## src/rtl/mem_bus_pkg.sv

```systemverilog
// Shared definitions for the byte-wide 4-phase handshake memory bus.
// Used by the responder, the core-side bus master and the bench BFM.
package mem_bus_pkg;

  // Default depth of the synchroniser chains on the async strobes.
  localparam int SYNC_STAGES_DEFAULT = 2;

  // Which byte of a transfer is currently on the bus.
  typedef enum logic [1:0] {
    PH_ADDR_LO = 2'd0,
    PH_ADDR_HI = 2'd1,
    PH_DATA    = 2'd2
  } phase_e;

  // Responder state machine encoding.
  typedef enum logic [3:0] {
    ST_AL     = 4'd0,
    ST_AL_REL = 4'd1,
    ST_AH     = 4'd2,
    ST_AH_REL = 4'd3,
    ST_D      = 4'd4,
    ST_RD_MEM = 4'd5,
    ST_DRIVE  = 4'd6,
    ST_WR_MEM = 4'd7,
    ST_D_REL  = 4'd8
  } state_e;

  // Map a responder state onto the bus phase it belongs to.
  function automatic phase_e state_phase(input state_e s);
    phase_e p;
    case (s)
      ST_AL, ST_AL_REL: p = PH_ADDR_LO;
      ST_AH, ST_AH_REL: p = PH_ADDR_HI;
      default:          p = PH_DATA;
    endcase
    return p;
  endfunction

endpackage

```

## src/rtl/mem_bus_responder_bus_sync.sv

```systemverilog
// Multi-flop synchroniser for one asynchronous bus strobe.
// Clears to 0 on reset so a strobe is never seen active out of reset.
module bus_sync #(
  parameter int STAGES = 2
) (
  input  logic clk,
  input  logic rst_n,
  input  logic d,
  output logic q
);

  logic [STAGES-1:0] r_chain;

  // Shift the asynchronous input through the flop chain.
  always_ff @(posedge clk or negedge rst_n) begin
    if (!rst_n) begin
      r_chain <= {STAGES{1'b0}};
    end else begin
      r_chain <= {r_chain[STAGES-2:0], d};
    end
  end

  assign q = r_chain[STAGES-1];

endmodule

```

## src/rtl/mem_bus_responder.sv

```systemverilog
// Memory-side responder for the byte-wide 4-phase handshake bus.
// Collects addr lo / addr hi / data bytes, runs one access on the local
// SRAM port and returns read data on the shared bus. Every byte is acked,
// and a byte is only acked once the previous strobe has been seen low.
module mem_bus_responder
  import mem_bus_pkg::*;
#(
  parameter int SYNC_STAGES = SYNC_STAGES_DEFAULT,
  parameter int RD_PREFETCH = 1
) (
  input  logic        clk,
  input  logic        rst_n,
  input  logic        bus_req,
  input  logic        bus_rd,
  input  logic        bus_wr,
  input  logic [7:0]  bus_in,
  output logic [7:0]  bus_out,
  output logic        bus_oe,
  output logic        bus_ack,
  output logic        mem_req,
  output logic        mem_we,
  output logic [15:0] mem_addr,
  output logic [7:0]  mem_wdata,
  input  logic        mem_gnt,
  input  logic        mem_rvalid,
  input  logic [7:0]  mem_rdata,
  output logic        proto_err
);

  // Chains shorter than two flops are not safe against metastability.
  localparam int SYNC_N = (SYNC_STAGES < 2) ? 2 : SYNC_STAGES;
  localparam logic PREFETCH_EN = (RD_PREFETCH != 0) ? 1'b1 : 1'b0;

  // Synchronised strobes.
  logic w_req;
  logic w_rd;
  logic w_wr;

  // State and registered outputs.
  state_e      r_state;
  logic        r_ack;
  logic        r_oe;
  logic [7:0]  r_bus_out;
  logic        r_mem_req;
  logic        r_mem_we;
  logic [7:0]  r_addr_lo;
  logic [7:0]  r_addr_hi;
  logic [7:0]  r_wdata;
  logic [7:0]  r_rdata_q;
  logic        r_prefetched;  // r_rdata_q holds data for the pending data phase
  logic        r_rd_direct;   // read issued from the data phase: drive straight after rvalid
  logic        r_gnt_seen;    // current SRAM read has been granted, rvalid may follow
  logic        r_proto_err;

  // Next-state values.
  state_e      w_state_nxt;
  logic        w_ack_nxt;
  logic        w_oe_nxt;
  logic [7:0]  w_bus_out_nxt;
  logic        w_mem_req_nxt;
  logic        w_mem_we_nxt;
  logic [7:0]  w_addr_lo_nxt;
  logic [7:0]  w_addr_hi_nxt;
  logic [7:0]  w_wdata_nxt;
  logic [7:0]  w_rdata_q_nxt;
  logic        w_prefetched_nxt;
  logic        w_rd_direct_nxt;
  logic        w_gnt_seen_nxt;
  logic        w_proto_err_nxt;
  logic        w_idle_flags;

  bus_sync #(.STAGES(SYNC_N)) u_sync_req (
    .clk   (clk),
    .rst_n (rst_n),
    .d     (bus_req),
    .q     (w_req)
  );

  bus_sync #(.STAGES(SYNC_N)) u_sync_rd (
    .clk   (clk),
    .rst_n (rst_n),
    .d     (bus_rd),
    .q     (w_rd)
  );

  bus_sync #(.STAGES(SYNC_N)) u_sync_wr (
    .clk   (clk),
    .rst_n (rst_n),
    .d     (bus_wr),
    .q     (w_wr)
  );

  // Initiator has dropped both cycle flags: the transfer is abandoned.
  assign w_idle_flags = ~w_rd & ~w_wr;

  // Next-state and next-output decode for the byte handshake.
  always_comb begin
    w_state_nxt      = r_state;
    w_ack_nxt        = r_ack;
    w_oe_nxt         = r_oe;
    w_bus_out_nxt    = r_bus_out;
    w_mem_req_nxt    = r_mem_req;
    w_mem_we_nxt     = r_mem_we;
    w_addr_lo_nxt    = r_addr_lo;
    w_addr_hi_nxt    = r_addr_hi;
    w_wdata_nxt      = r_wdata;
    w_rdata_q_nxt    = r_rdata_q;
    w_prefetched_nxt = r_prefetched;
    w_rd_direct_nxt  = r_rd_direct;
    w_gnt_seen_nxt   = r_gnt_seen;
    // rd and wr together is a protocol violation; it latches until reset.
    w_proto_err_nxt  = r_proto_err | (w_rd & w_wr);

    case (r_state)
      ST_AL: begin
        if (w_idle_flags && !r_ack) begin
          w_prefetched_nxt = 1'b0;
        end else if (w_req) begin
          w_addr_lo_nxt = bus_in;
          w_ack_nxt     = 1'b1;
          w_state_nxt   = ST_AL_REL;
        end else begin
          w_state_nxt = ST_AL;
        end
      end

      ST_AL_REL: begin
        if (!w_req) begin
          w_ack_nxt   = 1'b0;
          w_state_nxt = ST_AH;
        end else begin
          w_state_nxt = ST_AL_REL;
        end
      end

      ST_AH: begin
        if (w_idle_flags && !r_ack) begin
          w_prefetched_nxt = 1'b0;
          w_state_nxt      = ST_AL;
        end else if (w_req) begin
          w_addr_hi_nxt = bus_in;
          w_ack_nxt     = 1'b1;
          w_state_nxt   = ST_AH_REL;
        end else begin
          w_state_nxt = ST_AH;
        end
      end

      ST_AH_REL: begin
        if (!w_req) begin
          w_ack_nxt = 1'b0;
          if (w_rd && PREFETCH_EN) begin
            // Address is complete: start the SRAM read now to hide its latency.
            w_mem_req_nxt   = 1'b1;
            w_mem_we_nxt    = 1'b0;
            w_rd_direct_nxt = 1'b0;
            w_gnt_seen_nxt  = 1'b0;
            w_state_nxt     = ST_RD_MEM;
          end else begin
            w_state_nxt = ST_D;
          end
        end else begin
          w_state_nxt = ST_AH_REL;
        end
      end

      ST_D: begin
        if (w_idle_flags && !r_ack) begin
          w_prefetched_nxt = 1'b0;
          w_state_nxt      = ST_AL;
        end else if (w_req && w_rd) begin
          // A read takes priority even when wr is also (illegally) high.
          if (r_prefetched) begin
            w_bus_out_nxt = r_rdata_q;
            w_oe_nxt      = 1'b1;
            w_state_nxt   = ST_DRIVE;
          end else begin
            w_mem_req_nxt   = 1'b1;
            w_mem_we_nxt    = 1'b0;
            w_rd_direct_nxt = 1'b1;
            w_gnt_seen_nxt  = 1'b0;
            w_state_nxt     = ST_RD_MEM;
          end
        end else if (w_req && w_wr) begin
          w_wdata_nxt   = bus_in;
          w_mem_req_nxt = 1'b1;
          w_mem_we_nxt  = 1'b1;
          w_state_nxt   = ST_WR_MEM;
        end else begin
          w_state_nxt = ST_D;
        end
      end

      ST_RD_MEM: begin
        if (r_mem_req && mem_gnt) begin
          w_mem_req_nxt  = 1'b0;
          w_gnt_seen_nxt = 1'b1;
        end else begin
          w_gnt_seen_nxt = r_gnt_seen;
        end
        // rvalid only counts once the request has been granted.
        if (r_gnt_seen && mem_rvalid) begin
          w_rdata_q_nxt  = mem_rdata;
          w_gnt_seen_nxt = 1'b0;
          if (r_rd_direct) begin
            w_bus_out_nxt = mem_rdata;
            w_oe_nxt      = 1'b1;
            w_state_nxt   = ST_DRIVE;
          end else begin
            w_prefetched_nxt = 1'b1;
            w_state_nxt      = ST_D;
          end
        end else begin
          w_state_nxt = ST_RD_MEM;
        end
      end

      ST_DRIVE: begin
        // Data has been on the bus for a cycle; now it is safe to ack.
        w_ack_nxt   = 1'b1;
        w_state_nxt = ST_D_REL;
      end

      ST_WR_MEM: begin
        if (mem_gnt) begin
          w_mem_req_nxt = 1'b0;
          w_mem_we_nxt  = 1'b0;
          w_ack_nxt     = 1'b1;
          w_state_nxt   = ST_D_REL;
        end else begin
          w_state_nxt = ST_WR_MEM;
        end
      end

      ST_D_REL: begin
        // Keep driving read data until the initiator has released req.
        if (!w_req) begin
          w_ack_nxt        = 1'b0;
          w_oe_nxt         = 1'b0;
          w_prefetched_nxt = 1'b0;
          w_state_nxt      = ST_AL;
        end else begin
          w_state_nxt = ST_D_REL;
        end
      end

      default: begin
        w_state_nxt      = ST_AL;
        w_ack_nxt        = 1'b0;
        w_oe_nxt         = 1'b0;
        w_mem_req_nxt    = 1'b0;
        w_mem_we_nxt     = 1'b0;
        w_prefetched_nxt = 1'b0;
        w_gnt_seen_nxt   = 1'b0;
      end
    endcase
  end

  // State and output registers; reset clears ack/oe asynchronously.
  always_ff @(posedge clk or negedge rst_n) begin
    if (!rst_n) begin
      r_state      <= ST_AL;
      r_ack        <= 1'b0;
      r_oe         <= 1'b0;
      r_bus_out    <= 8'h00;
      r_mem_req    <= 1'b0;
      r_mem_we     <= 1'b0;
      r_addr_lo    <= 8'h00;
      r_addr_hi    <= 8'h00;
      r_wdata      <= 8'h00;
      r_rdata_q    <= 8'h00;
      r_prefetched <= 1'b0;
      r_rd_direct  <= 1'b0;
      r_gnt_seen   <= 1'b0;
      r_proto_err  <= 1'b0;
    end else begin
      r_state      <= w_state_nxt;
      r_ack        <= w_ack_nxt;
      r_oe         <= w_oe_nxt;
      r_bus_out    <= w_bus_out_nxt;
      r_mem_req    <= w_mem_req_nxt;
      r_mem_we     <= w_mem_we_nxt;
      r_addr_lo    <= w_addr_lo_nxt;
      r_addr_hi    <= w_addr_hi_nxt;
      r_wdata      <= w_wdata_nxt;
      r_rdata_q    <= w_rdata_q_nxt;
      r_prefetched <= w_prefetched_nxt;
      r_rd_direct  <= w_rd_direct_nxt;
      r_gnt_seen   <= w_gnt_seen_nxt;
      r_proto_err  <= w_proto_err_nxt;
    end
  end

  assign bus_out   = r_bus_out;
  assign bus_oe    = r_oe;
  assign bus_ack   = r_ack;
  assign mem_req   = r_mem_req;
  assign mem_we    = r_mem_we;
  assign mem_addr  = {r_addr_hi, r_addr_lo};
  assign mem_wdata = r_wdata;
  assign proto_err = r_proto_err;

endmodule

```

## config.mk

```make
export PLATFORM = sky130hd
export DESIGN_NAME = mem_bus_responder
export DESIGN_NICKNAME = d
export VERILOG_FILES = /design/src/rtl/mem_bus_pkg.sv /design/src/rtl/mem_bus_responder_bus_sync.sv /design/src/rtl/mem_bus_responder.sv
export SDC_FILE = /design/constraint.sdc
export NUM_CORES = 1
export LEC_CHECK = 0
export CORE_MARGIN = 2
export CORE_UTILIZATION = 58
export CTS_CLUSTER_DIAMETER = 150
export CTS_CLUSTER_SIZE = 28
export DETAILED_ROUTE_END_ITERATION = 12
export DONT_BUFFER_PORTS = 1
export HOLD_SLACK_MARGIN = 0.15
export PLACE_DENSITY = 0.8
export SLEW_MARGIN = 30
export SYNTH_ARGS = -nofsm -noshare
export SYNTH_HDL_FRONTEND = slang
export SYNTH_SLANG_ARGS = --single-unit
```

## constraint.sdc

```tcl
create_clock -name clk -period 2 [get_ports clk]
set_input_delay 0.1 -clock clk [delete_from_list [all_inputs] [get_ports clk]]
set_output_delay 0.1 -clock clk [all_outputs]
set_load 0.005 [all_outputs]
```

# After elaboration in Yosys (flattened, before gate mapping)
# Index checks and enable logic that the tools add are counted.
word_totals:
  ff_bits: 58
  in_bits: 23
  out_inout_bits: 37
  word_cells: 148
op_classes:
  eq_ne: 28
  n_mux: 60
  n_bitwise: 13
  reduce_logical: 30
ops:
  columns: ["cell", "count"]
  rows:
  - ["2-to-1 mux 8 bit", 5]
  - ["one-hot mux 4 bit (9 select lines)", 1]
  - ["2-to-1 mux 1 bit", 34]
  - ["2-to-1 mux 4 bit", 7]
  - ["inequality test 2 bit, second input constant", 14]
  - ["AND reduction 7 bit", 3]
  - ["OR reduction 6 bit", 3]
  - ["== test 4 x 3 -> 1 bit, second input constant", 4]
  - ["one-hot mux 1 bit (4 select lines)", 4]
  - ["one-hot mux 8 bit (2 select lines)", 1]
  - ["AND reduction 6 bit", 2]
  - ["2-to-1 mux 2 bit", 5]
  - ["NOT 1 bit", 10]
  - ["one-hot mux 1 bit (5 select lines)", 2]
  - ["AND reduction 5 bit", 2]
  - ["inequality test 3 bit, second input constant", 3]
  - ["== test 4 x 2 -> 1 bit, second input constant", 2]
  - ["AND reduction 8 bit", 1]
  - ["inequality test 2 x 1 -> 1 bit, second input constant", 3]
  - ["AND reduction 3 bit", 2]
  - ["OR reduction 3 bit", 2]
  - ["logical AND 1 bit", 5]
  - ["OR reduction 5 bit", 1]
  - ["== test 4 x 1 -> 1 bit, second input constant", 1]
  - ["other kinds (11)", 14]

# Longest topological paths before layout
# Gate-level depths: netlist (run 1).
logic_depth:
  ltp_word: 5
  mapped_depth: 7
  depth_no_buf: 5

# By module
# Synthesis (run 1) repeated with hierarchy kept, for this count alone.
hier_totals:
  cells_unflattened: 233
  area_unflattened_um2: 2731.4
modules_own_cells:
  columns: ["mod", "instances", "cells_each", "area_each_um2", "seq_area_each_um2"]
  rows:
  - ["mem_bus_responder", 1, 227, 2581.2, 1301.2]
  - ["bus_sync", 3, 2, 50.0, 50.0]

# Least setup slack after synthesis (run 1)
# No wires, ideal clock.
synth_path:
  path_kind: "reg-to-reg"
  from: "reg r_state[0]"
  to: "reg r_addr_lo[0]"
  setup_time_ns: 0.125
  arrival_ns: 1.636
  required_time_ns: 1.875
  slack_ns: 0.239
  stages_incl_launch_ff: 6
  path_buffers: 2
  period_less_slack_ns: 1.761
  path_cell_list: "dfrtp_1 -> buf_6 -> or2_0 -> buf_2 -> nor4_4 -> mux2_2"
synth_via:
  elab_chain_cells: 2
synth_rtl:
  columns: ["element", "line", "rtl"]
  rows:
  - ["start: declaration", "mem_bus_responder.sv:40", "state_e r_state;"]
  - ["start signal: assignment", "mem_bus_responder.sv:277", "r_state <= w_state_nxt;"]
  - ["zero test 4 bit", "mem_bus_responder.sv:114", "case (r_state)"]
  - ["AND reduction 3 bit (no line)", null, null]
  - ["end signal: assignment", "mem_bus_responder.sv:283", "r_addr_lo <= w_addr_lo_nxt;"]
  - ["end: declaration", "mem_bus_responder.sv:46", "logic [7:0] r_addr_lo;"]
# Every way passes these cells.
# A chain may end at the register's enable or synchronous reset.

# Worst setup path in the final report (run 1)
layout_path:
  from: "reg r_state[2]"
  to: "reg r_rdata_q[2]"
layout_via:
  elab_chain_cells: 2
layout_rtl:
  columns: ["element", "line", "rtl"]
  rows:
  - ["== test 4 x 3 -> 1 bit", "mem_bus_responder.sv:114", null]
  - ["AND reduction 2 bit (no line)", null, null]
  - ["end signal: assignment", "mem_bus_responder.sv:286", "r_rdata_q <= w_rdata_q_nxt;"]
  - ["end: declaration", "mem_bus_responder.sv:49", "logic [7:0] r_rdata_q;"]
# Every way passes these cells.

==> impl_metrics.yaml, run 1 <==
cts:
  clkSlewWorstSetupHoldPaths_ns: 0.06
  worstSkewPairLatency_ns: 0.34
  cts_buffer_depth: 2
  postCtsHoldBufs: 23
  cts_tree: "done"
  cts_root_buffer: "clkbuf_8"
  cts.sinks: 58
  h-tree-depth: 3
  ctsResizeCount: 0
  cts_buffers: 9
  post_cts_buffers: 0
sta:
  layout_min_cycle_time_ns: 1.87
  finalHoldViolations: 0
  drv_slew: 0
  setup_viol: 0
  tightest_slew_ns: 0.405
  rsz0062_at_grt: "false"
  fin_hold_ws_ns: 0.196
  clock_skew_ns: 0.00824
  timing.setup.tns_ns: 0
  finalCritPeriodShare: 0.934
  slew_headroom: 0.730
  timing.fmax_ghz: 0.536
floorplanning:
  rows: 24
  die_h_um: 71.8
  die_w_um: 71.8
  ioPinCount: 60
  core_area_mm2: 0.00438
  die_area_mm2: 0.00515
  start_util: 0.608
global_routing:
  grt_pass1_vias: 1961
  grt_max_degree: 59
  grt_usage: 0.243
  grt_overflow: 0
  grt_pass1_wl_um: 9370
  antenna_found_initial: 0
power:
  p_sw_frac: 0.314
  p_per_area_mw_per_mm2: 1340
  max-vdd-ir-drop_uv: 945
  clock_power_share: 0.296
  p_leak_nw: 1.39
  internal_power_mw: 3.02
  combPwrFrac: 0.300
  pwr-share-seq: 0.404
  p_switching_mw: 1.38
hold_path:
  whs_path_depth: 4
  hold_path.class: "primary input to flip-flop"
cells_and_area:
  drive_gt1_frac: 0.276
  layout-area-overhead-vs-synth_pct: 22.9
  n_antenna_cell: 0
  post-route-util: 0.747
  fin_nets: 293
routing:
  vias_per_cell: 5.95
  num_vias: 1946
  drc: 0
  drt-pass1-iter-count: 4
  wirelength_um: 5570
  drt_iter0_drc: 134
  antenna_left: 0
  wl_per_cell_um: 17.0
logic_synthesis:
  syn-instance-count: 233
  seq_area_frac_synth: 0.545
  synth_edf_count: 0
  synth-seq-cells: 58
  syn_nets: 256
  synthTopCellsByArea: "dfrtp_1 54%, mux2_2 15%, nand2_1 3.0%"
  syn-mean-instance-area_um2: 11.4
  synthFlopType: "dfrtp_1"
  yosys_warnings: 0
  yosys.area.top_type: "dfrtp_1"
  yosysTopAreaCellShare: 0.545
  synth_area_mm2: 0.00267
  yosysUniqueCellTypes: 45
  async_flop_share: 1.00
setup_path:
  rr_worst_depth: 4
  required_ns: 2.22
  cp.arrival_ns: 2.08
  slowest_stage: "dfrtp_1"
  cp-start-kind: "flip-flop"
  worstSetupPathType: "flip-flop to flip-flop"
  path_depth: 4
  path_buf_inv: 0
  path_cells: "nand2b_1 > or2_2 > nor2_4 > mux2_2"
  path_max_fanout: 12
  slowest_delay_ns: 0.54
  crit_family: "simple AND/OR/NAND/NOR gates"
  crit_path_end_kind: "flip-flop"
run_status:
  status: "complete, no violations"
placed_design:
  dp_hpwl_um: 3630
  portBuffers: 0
  gp_congestion: 0.914
flow_run:
  maxCapViolCount: 0
-- cell type report --
class,count,area [µm²]
multi-input combinational,160,1140
timing repair buffer,38,360
sequential,58,1450
clock inverter,3,68.8
clock buffer,13,179
inverter,3,11.3
fill,286,1110
tap,52,65.1
-- routing by layer --
layer  up-vias  wire (µm)  track usage
li1        907          -            -
met1       939       2200        0.297
met2        87       2770        0.397
met3        13        475       0.0774
met4         0        114        0.107
met5         -          0            0
-- tightest hold or removal path, delay by kind of cell --
kind | cells | cell delay, ns
compound gates | 3 | 0.31
simple gates | 1 | 0.07
-- path summary, 6_finish.rpt --
path | from | endpoint | slack, ns
worst max-delay path | r_state[2] | r_rdata_q[2] | 0.13
worst min-delay path | mem_rvalid | bus_oe | 0.20
worst max register to register | r_state[2] | r_rdata_q[2] | 0.13
worst min register to register | u_sync_req.r_chain[0] | u_sync_req.r_chain[1] | 0.35
max in group asynchronous | rst_n | u_sync_req.r_chain[1] | 1.46
min in group asynchronous | rst_n | r_rdata_q[7] | 0.30
-- power by group through the flow --
stage	clock, mW	combinational, mW	sequential [mW]
final	1.30	1.32	1.78
after global routing	1.36	1.45	1.82
after CTS	1.33	1.31	1.78
after detailed placement	0	1.24	1.80
after global placement	0	1.22	1.79
after floorplan	0	1.00	1.70
-- logic make-up (layout without fill, tap and decap cells) --
family          count (synthesis)  after routing  synth area share
xor+xnor                        2              2           0.00657
simple gates                   75             75             0.154
compound gates                 48             48             0.119
flops                          58             58             0.545
mux                            35             35             0.148
buf+inv                        15             57            0.0282
-- metrics by stage --
step	cell area, µm²	std cells	power (mW)	worst slack, ns
2_1_floorplan	2670	233	2.71	0.239
3_3_place_gp	2780	288	3.01	0.205
3_5_place_dp	2780	288	3.04	0.172
4_1_cts	3270	327	4.42	0.148
5_1_grt	3270	327	4.64	0.0442
6_report	3270	327	4.40	0.133
-- cells in the mapped netlist (all sizes together) (4+ instances only) --
library cell / n
dfrtp: 58
nor3: 6
a31oi: 8
nand2b: 8
nor2: 22
nand2: 21
a21oi: 8
mux2: 35
o21ai: 9
a21o: 4
or2: 4
nor2b: 4
buf: 9
-- layout by cell type, fill, tap and decap left out, types with 2 or more instances in the layout --
cell type and instances:
o22ai_1 3, nand2b_1 7, a21o_1 4, nor2_1 21, a31oi_1 8, or2_2 2, nor2b_1 4, dlygate4sd3_1 22
clkbuf_8 13, a21oi_1 8, xnor2_1 2, buf_4 15, o21a_1 2, nand2_1 21, nor4_4 2, o21ai_0 9
inv_1 3, bufinv_16 2, dfrtp_1 58, o31ai_1 3, mux2_2 35, or3_1 2, and3_1 2, nor3_1 4
nand3_1 2
-- state kept, by name, summed over array words and instances (netlist names) --
| register | cells |
|---|---|
| r_state | 4 |
| u_sync_req.r_chain | 2 |
| r_prefetched | 1 |
| r_addr_lo | 8 |
| bus_ack | 1 |
| r_rd_direct | 1 |
| mem_req | 1 |
| r_rdata_q | 8 |
| mem_wdata | 8 |
| r_gnt_seen | 1 |
| r_addr_hi | 8 |
| bus_oe | 1 |
| mem_we | 1 |
| u_sync_rd.r_chain | 2 |
| bus_out | 8 |
| proto_err | 1 |
| u_sync_wr.r_chain | 2 |
Note: power is estimated with default switching activity, not from simulation.
==> run 2: changes to the inputs <==
--- a/config.mk
+++ b/config.mk
@@ -13,6 +13,7 @@
 export DONT_BUFFER_PORTS = 1
 export HOLD_SLACK_MARGIN = 0.15
 export PLACE_DENSITY = 0.8
+export SETUP_SLACK_MARGIN = 0.5
 export SLEW_MARGIN = 30
 export SYNTH_ARGS = -nofsm -noshare
 export SYNTH_HDL_FRONTEND = slang
==> impl_metrics.yaml, run 2 (synthesis gave the netlist of run 1 again) <==
run_status:
  status: "complete, no violations"
cells_and_area:
  n_antenna_cell: 0
  drive_gt1_frac: 0.514
  final_common_cell: "dfrtp_1"
  layout_common_cells: "53 x dfrtp_1, 40 x buf_4, 34 x mux2_4"
  fin_cells: 371
  fillers: 135
  layout-area-overhead-vs-synth_pct: 51.2
  fin_nets: 337
  post-route-util: 0.919
  fin_area_mm2: 0.00403
floorplanning:
  die_area_mm2: 0.00515
  die_h_um: 71.8
  die_w_um: 71.8
  ioPinCount: 60
  core_area_mm2: 0.00438
  rows: 24
  start_util: 0.608
power:
  p_switching_mw: 1.95
  p_sw_frac: 0.363
  pwr-share-seq: 0.347
  p_leak_nw: 1.74
  p_per_area_mw_per_mm2: 1330
  internal_power_mw: 3.42
  max-vdd-ir-drop_uv: 1020
  total_power_mw: 5.37
  combPwrFrac: 0.436
  clock_power_share: 0.217
cts:
  cts_buffer_depth: 2
  cts_tree: "done"
  clkSlewWorstSetupHoldPaths_ns: 0.08
  h-tree-depth: 3
  worstSkewPairLatency_ns: 0.35
  cts_buffers: 9
  cts.sinks: 58
  cts_root_buffer: "clkbuf_8"
sta:
  layout_min_cycle_time_ns: 1.78
  tightest_slew_ns: 0.303
  setup_viol: 0
  fin_hold_ws_ns: 0.216
  timing.setup.tns_ns: 0
  clock_skew_ns: 0.0136
  setup_ws_ns: 0.222
  finalCritPeriodShare: 0.889
  timing.fmax_ghz: 0.562
  drv_slew: 0
  finalHoldViolations: 0
  slew_headroom: 0.798
  rsz0062_at_grt: "true"
global_routing:
  grt_overflow: 0
  grt_pass1_wl_um: 11300
  grt_pass1_vias: 2243
  grt_max_degree: 59
  antenna_found_initial: 0
  grt_usage: 0.293
routing:
  num_vias: 2397
  drc: 0
  drt-pass1-iter-count: 5
  wl_per_cell_um: 24.6
  wirelength_um: 9110
  antenna_left: 0
  drt_iter0_drc: 206
  vias_per_cell: 6.46
setup_path:
  slowest_delay_ns: 0.47
  cp-start-kind: "flip-flop"
  path_cells: "buf_6 > nand3b_1 > buf_4 > o22a_1 > nor2_2 > nor4_1 > o32a_1"
  crit_path_end_kind: "flip-flop"
  crit_family: "flip-flops"
  path_buf_inv: 2
  slowest_stage: "dfrtp_2"
  required_ns: 2.22
  worstSetupPathType: "flip-flop to flip-flop"
  cp.arrival_ns: 2.00
  path_max_fanout: 6
placed_design:
  gp_congestion: 0.924
  dp.cells: 292
  place_area_mm2: 0.00288
  portBuffers: 0
  dp_slack_ns: 0.136
  dp_hpwl_um: 3970
hold_path:
  hold_path.class: "primary input to flip-flop"
flow_run:
  maxCapViolCount: 0
## run 2: power by group through the flow
| stage | clock network (mW) | registers (mW) | logic (mW) |
|---|---|---|---|
| after floorplan | 0 | 1.71 | 1.07 |
| after global placement | 0 | 1.81 | 1.31 |
| after detailed placement | 0 | 1.81 | 1.34 |
| after CTS | 1.14 | 1.80 | 1.73 |
| after global routing | 1.20 | 1.89 | 2.44 |
| final | 1.17 | 1.86 | 2.34 |
## run 2: repair_timing
| action | CTS | global route |
|---|---|---|
| gates cloned | 2 | 0 |
| hold buffers | 23 | 0 |
| resized for setup | 46 | 60 |
| buffers inserted | 14 | 24 |
| pin swaps | 7 | 20 |
| hold endpoints to repair | 104 | 0 |
| setup endpoints to repair | 48 | 48 |
## run 2: per-layer routing
metal  vias to the layer above  track usage  share of wire
li1                        989            -              -
met1                      1182        0.375           0.37
met2                       186        0.481           0.51
met3                        40       0.0717          0.089
met4                         0        0.122          0.032
met5                         -            0              0
## run 2: final cells by class
cell class / instances / area, µm² / share of cell area
Clock buffer: 12 / 155 / 0.0385
Clock inverter: 4 / 50.0 / 0.0124
Inverter: 3 / 11.3 / 0.00280
Multi-Input combinational cell: 161 / 1520 / 0.378
Sequential cell: 58 / 1460 / 0.362
Tap cell: 52 / 65.1 / 0.0161
Timing Repair Buffer: 81 / 768 / 0.191
## run 2: final timing paths
path                                       start  cells after the start                     to  slack, ns
min reg2reg                u_sync_req.r_chain[0]                      0  u_sync_req.r_chain[1]       0.35
max reg2reg                           r_state[2]                      7           r_prefetched       0.22
max in group asynchronous                  rst_n                      2   u_sync_rd.r_chain[1]       1.42
min                                   mem_rvalid                      4                 bus_oe       0.22
min in group asynchronous                  rst_n                      2           r_rdata_q[1]       0.27
max                                   r_state[2]                      7           r_prefetched       0.22
## run 2: worst reg2reg max path, cell delays in order (launching register included)
cell and delay [ns]:
dfrtp_2 0.47, buf_6 0.15, nand3b_1 0.20, buf_4 0.18, o22a_1 0.21, nor2_2 0.17, nor4_1 0.07, o32a_1 0.18
==> run 3: changes to the inputs <==
--- a/config.mk
+++ b/config.mk
@@ -7,6 +7,7 @@
 export LEC_CHECK = 0
 export CORE_MARGIN = 2
 export CORE_UTILIZATION = 58
+export CTS_BUF_LIST = sky130_fd_sc_hd__clkbuf_8 sky130_fd_sc_hd__clkbuf_16
 export CTS_CLUSTER_DIAMETER = 150
 export CTS_CLUSTER_SIZE = 28
 export DETAILED_ROUTE_END_ITERATION = 12
==> impl_metrics.yaml, run 3 (synthesis gave the netlist of run 1 again) <==
routing:
  vias_per_cell: 6.36
  antenna_left: 0
  drt_iter0_drc: 226
  wl_per_cell_um: 24.5
  drt-pass1-iter-count: 5
  num_vias: 2359
  drc: 0
  wirelength_um: 9110
global_routing:
  antenna_found_initial: 0
  grt_overflow: 0
  grt_pass1_vias: 2243
  grt_pass1_wl_um: 11300
  grt_usage: 0.293
  grt_max_degree: 59
sta:
  layout_min_cycle_time_ns: 1.78
  finalHoldViolations: 0
  tightest_slew_ns: 0.303
  timing.fmax_ghz: 0.563
  drv_slew: 0
  timing.setup.tns_ns: 0
  finalCritPeriodShare: 0.888
  clock_skew_ns: 0.0142
  setup_viol: 0
  slew_headroom: 0.798
  rsz0062_at_grt: "true"
cells_and_area:
  n_antenna_cell: 0
  drive_gt1_frac: 0.514
  fin_cells: 371
  fillers: 135
  fin_area_mm2: 0.00403
  final_common_cell: "dfrtp_1"
  seqCellArea_mm2: 0.00146
  multi_input_area_mm2: 0.00152
  layout_common_cells: "53 x dfrtp_1, 40 x buf_4, 34 x mux2_4"
  fin_nets: 337
  layout-area-overhead-vs-synth_pct: 51.2
run_status:
  status: "complete, no violations"
setup_path:
  cp-start-kind: "flip-flop"
  r2r_end: "r_prefetched"
  worstSetupPathType: "flip-flop to flip-flop"
  cp.arrival_ns: 2.00
  r2r_start: "r_state[2]"
  path_max_fanout: 6
  r2r_setup_slack_ns: 0.22
  rr_worst_depth: 7
  crit_path_end_kind: "flip-flop"
  required_ns: 2.23
floorplanning:
  start_util: 0.608
  rows: 24
  ioPinCount: 60
  die_area_mm2: 0.00515
  die_h_um: 71.8
  die_w_um: 71.8
  core_area_mm2: 0.00438
cts:
  clkSlewWorstSetupHoldPaths_ns: 0.08
  cts_buffer_depth: 2
  cts_buffers: 9
  worstSkewPairLatency_ns: 0.35
  cts.sinks: 58
  h-tree-depth: 3
  cts_root_buffer: "clkbuf_8"
  cts_tree: "done"
placed_design:
  dp.cells: 292
  place_area_mm2: 0.00288
  gp_congestion: 0.924
  portBuffers: 0
  dp_hpwl_um: 3970
power:
  p_per_area_mw_per_mm2: 1330
  max-vdd-ir-drop_uv: 1020
  p_leak_nw: 1.74
hold_path:
  hold_start: "mem_rvalid"
  hold_path.class: "primary input to flip-flop"
  whs_path_depth: 4
  hold_end: "bus_oe"
flow_run:
  maxCapViolCount: 0
-- run 3: cell count changes in the layout (fill, tap and decap cells not counted), sizes merged --
cell,delta
clkbuf,-1
inv,+1
-- run 3: area by class of cell --
class | instances | area share
clock buffers | 11 | 0.0376
clock inverters | 5 | 0.0134
inverters | 3 | 0.00280
multi-input cells | 161 | 0.378
flip-flops and latches | 58 | 0.362
well taps | 52 | 0.0161
repair buffers | 81 | 0.191
-- run 3: worst max path at each step --
| stage | endpoint | slack (ns) | startpoint | cells after the start |
|---|---|---|---|---|
| after floorplan | r_addr_lo[0] | 0.24 | r_state[0] | 5 |
| after global placement | mem_wdata[7] | 0.21 | r_state[1] | 4 |
| after detailed placement | mem_wdata[3] | 0.14 | r_state[1] | 4 |
| after CTS | r_addr_lo[0] | 0.40 | r_state[0] | 4 |
| after global routing | bus_out[0] | 0.19 | u_sync_req.r_chain[1] | 7 |
| final | r_prefetched | 0.22 | r_state[2] | 7 |
-- run 3: timing repair --
| action | 4_1_cts | 5_1_grt |
|---|---|---|
| resized for setup | 46 | 60 |
| pin swaps | 7 | 20 |
| endpoints found under the setup margin | 48 | 48 |
| setup buffers | 14 | 24 |
| hold buffers | 23 | 0 |
| gates cloned | 2 | 0 |
| endpoints found under the hold margin | 104 | 0 |
-- run 3: power breakdown --
part | internal, mW | switching [mW] | total [mW]
logic | 1.28 | 1.07 | 2.34
registers | 1.50 | 0.362 | 1.86
clock network | 0.637 | 0.525 | 1.16
total | 3.41 | 1.95 | 5.37
-- run 3: layer usage --
layer / part of all wire / vias to the layer above / GRT usage
li1: - / 992 / -
met1: 0.38 / 1168 / 0.375
met2: 0.51 / 165 / 0.481
met3: 0.076 / 34 / 0.0717
met4: 0.029 / 0 / 0.122
met5: 0 / - / 0
-- run 3: worst max-delay path, stage by stage (launching register included) --
cell and delay, ns:
dfrtp_2 0.48, buf_6 0.15, nand3b_1 0.20, buf_4 0.18, o22a_1 0.21, nor2_2 0.17, nor4_1 0.07, o32a_1 0.18
-- run 3: per-stage QoR --
stage / hold WS (ns) / utilization / power, mW / setup WS (ns)
floorplan: -0.196 / - / 2.79 / 0.239
global placement: -0.193 / 0.656 / 3.12 / 0.210
detailed placement: -0.194 / 0.656 / 3.15 / 0.136
CTS: 0.187 / 0.822 / 4.66 / 0.396
global route: 0.242 / 0.919 / 5.53 / 0.193
finish: 0.217 / 0.919 / 5.37 / 0.225
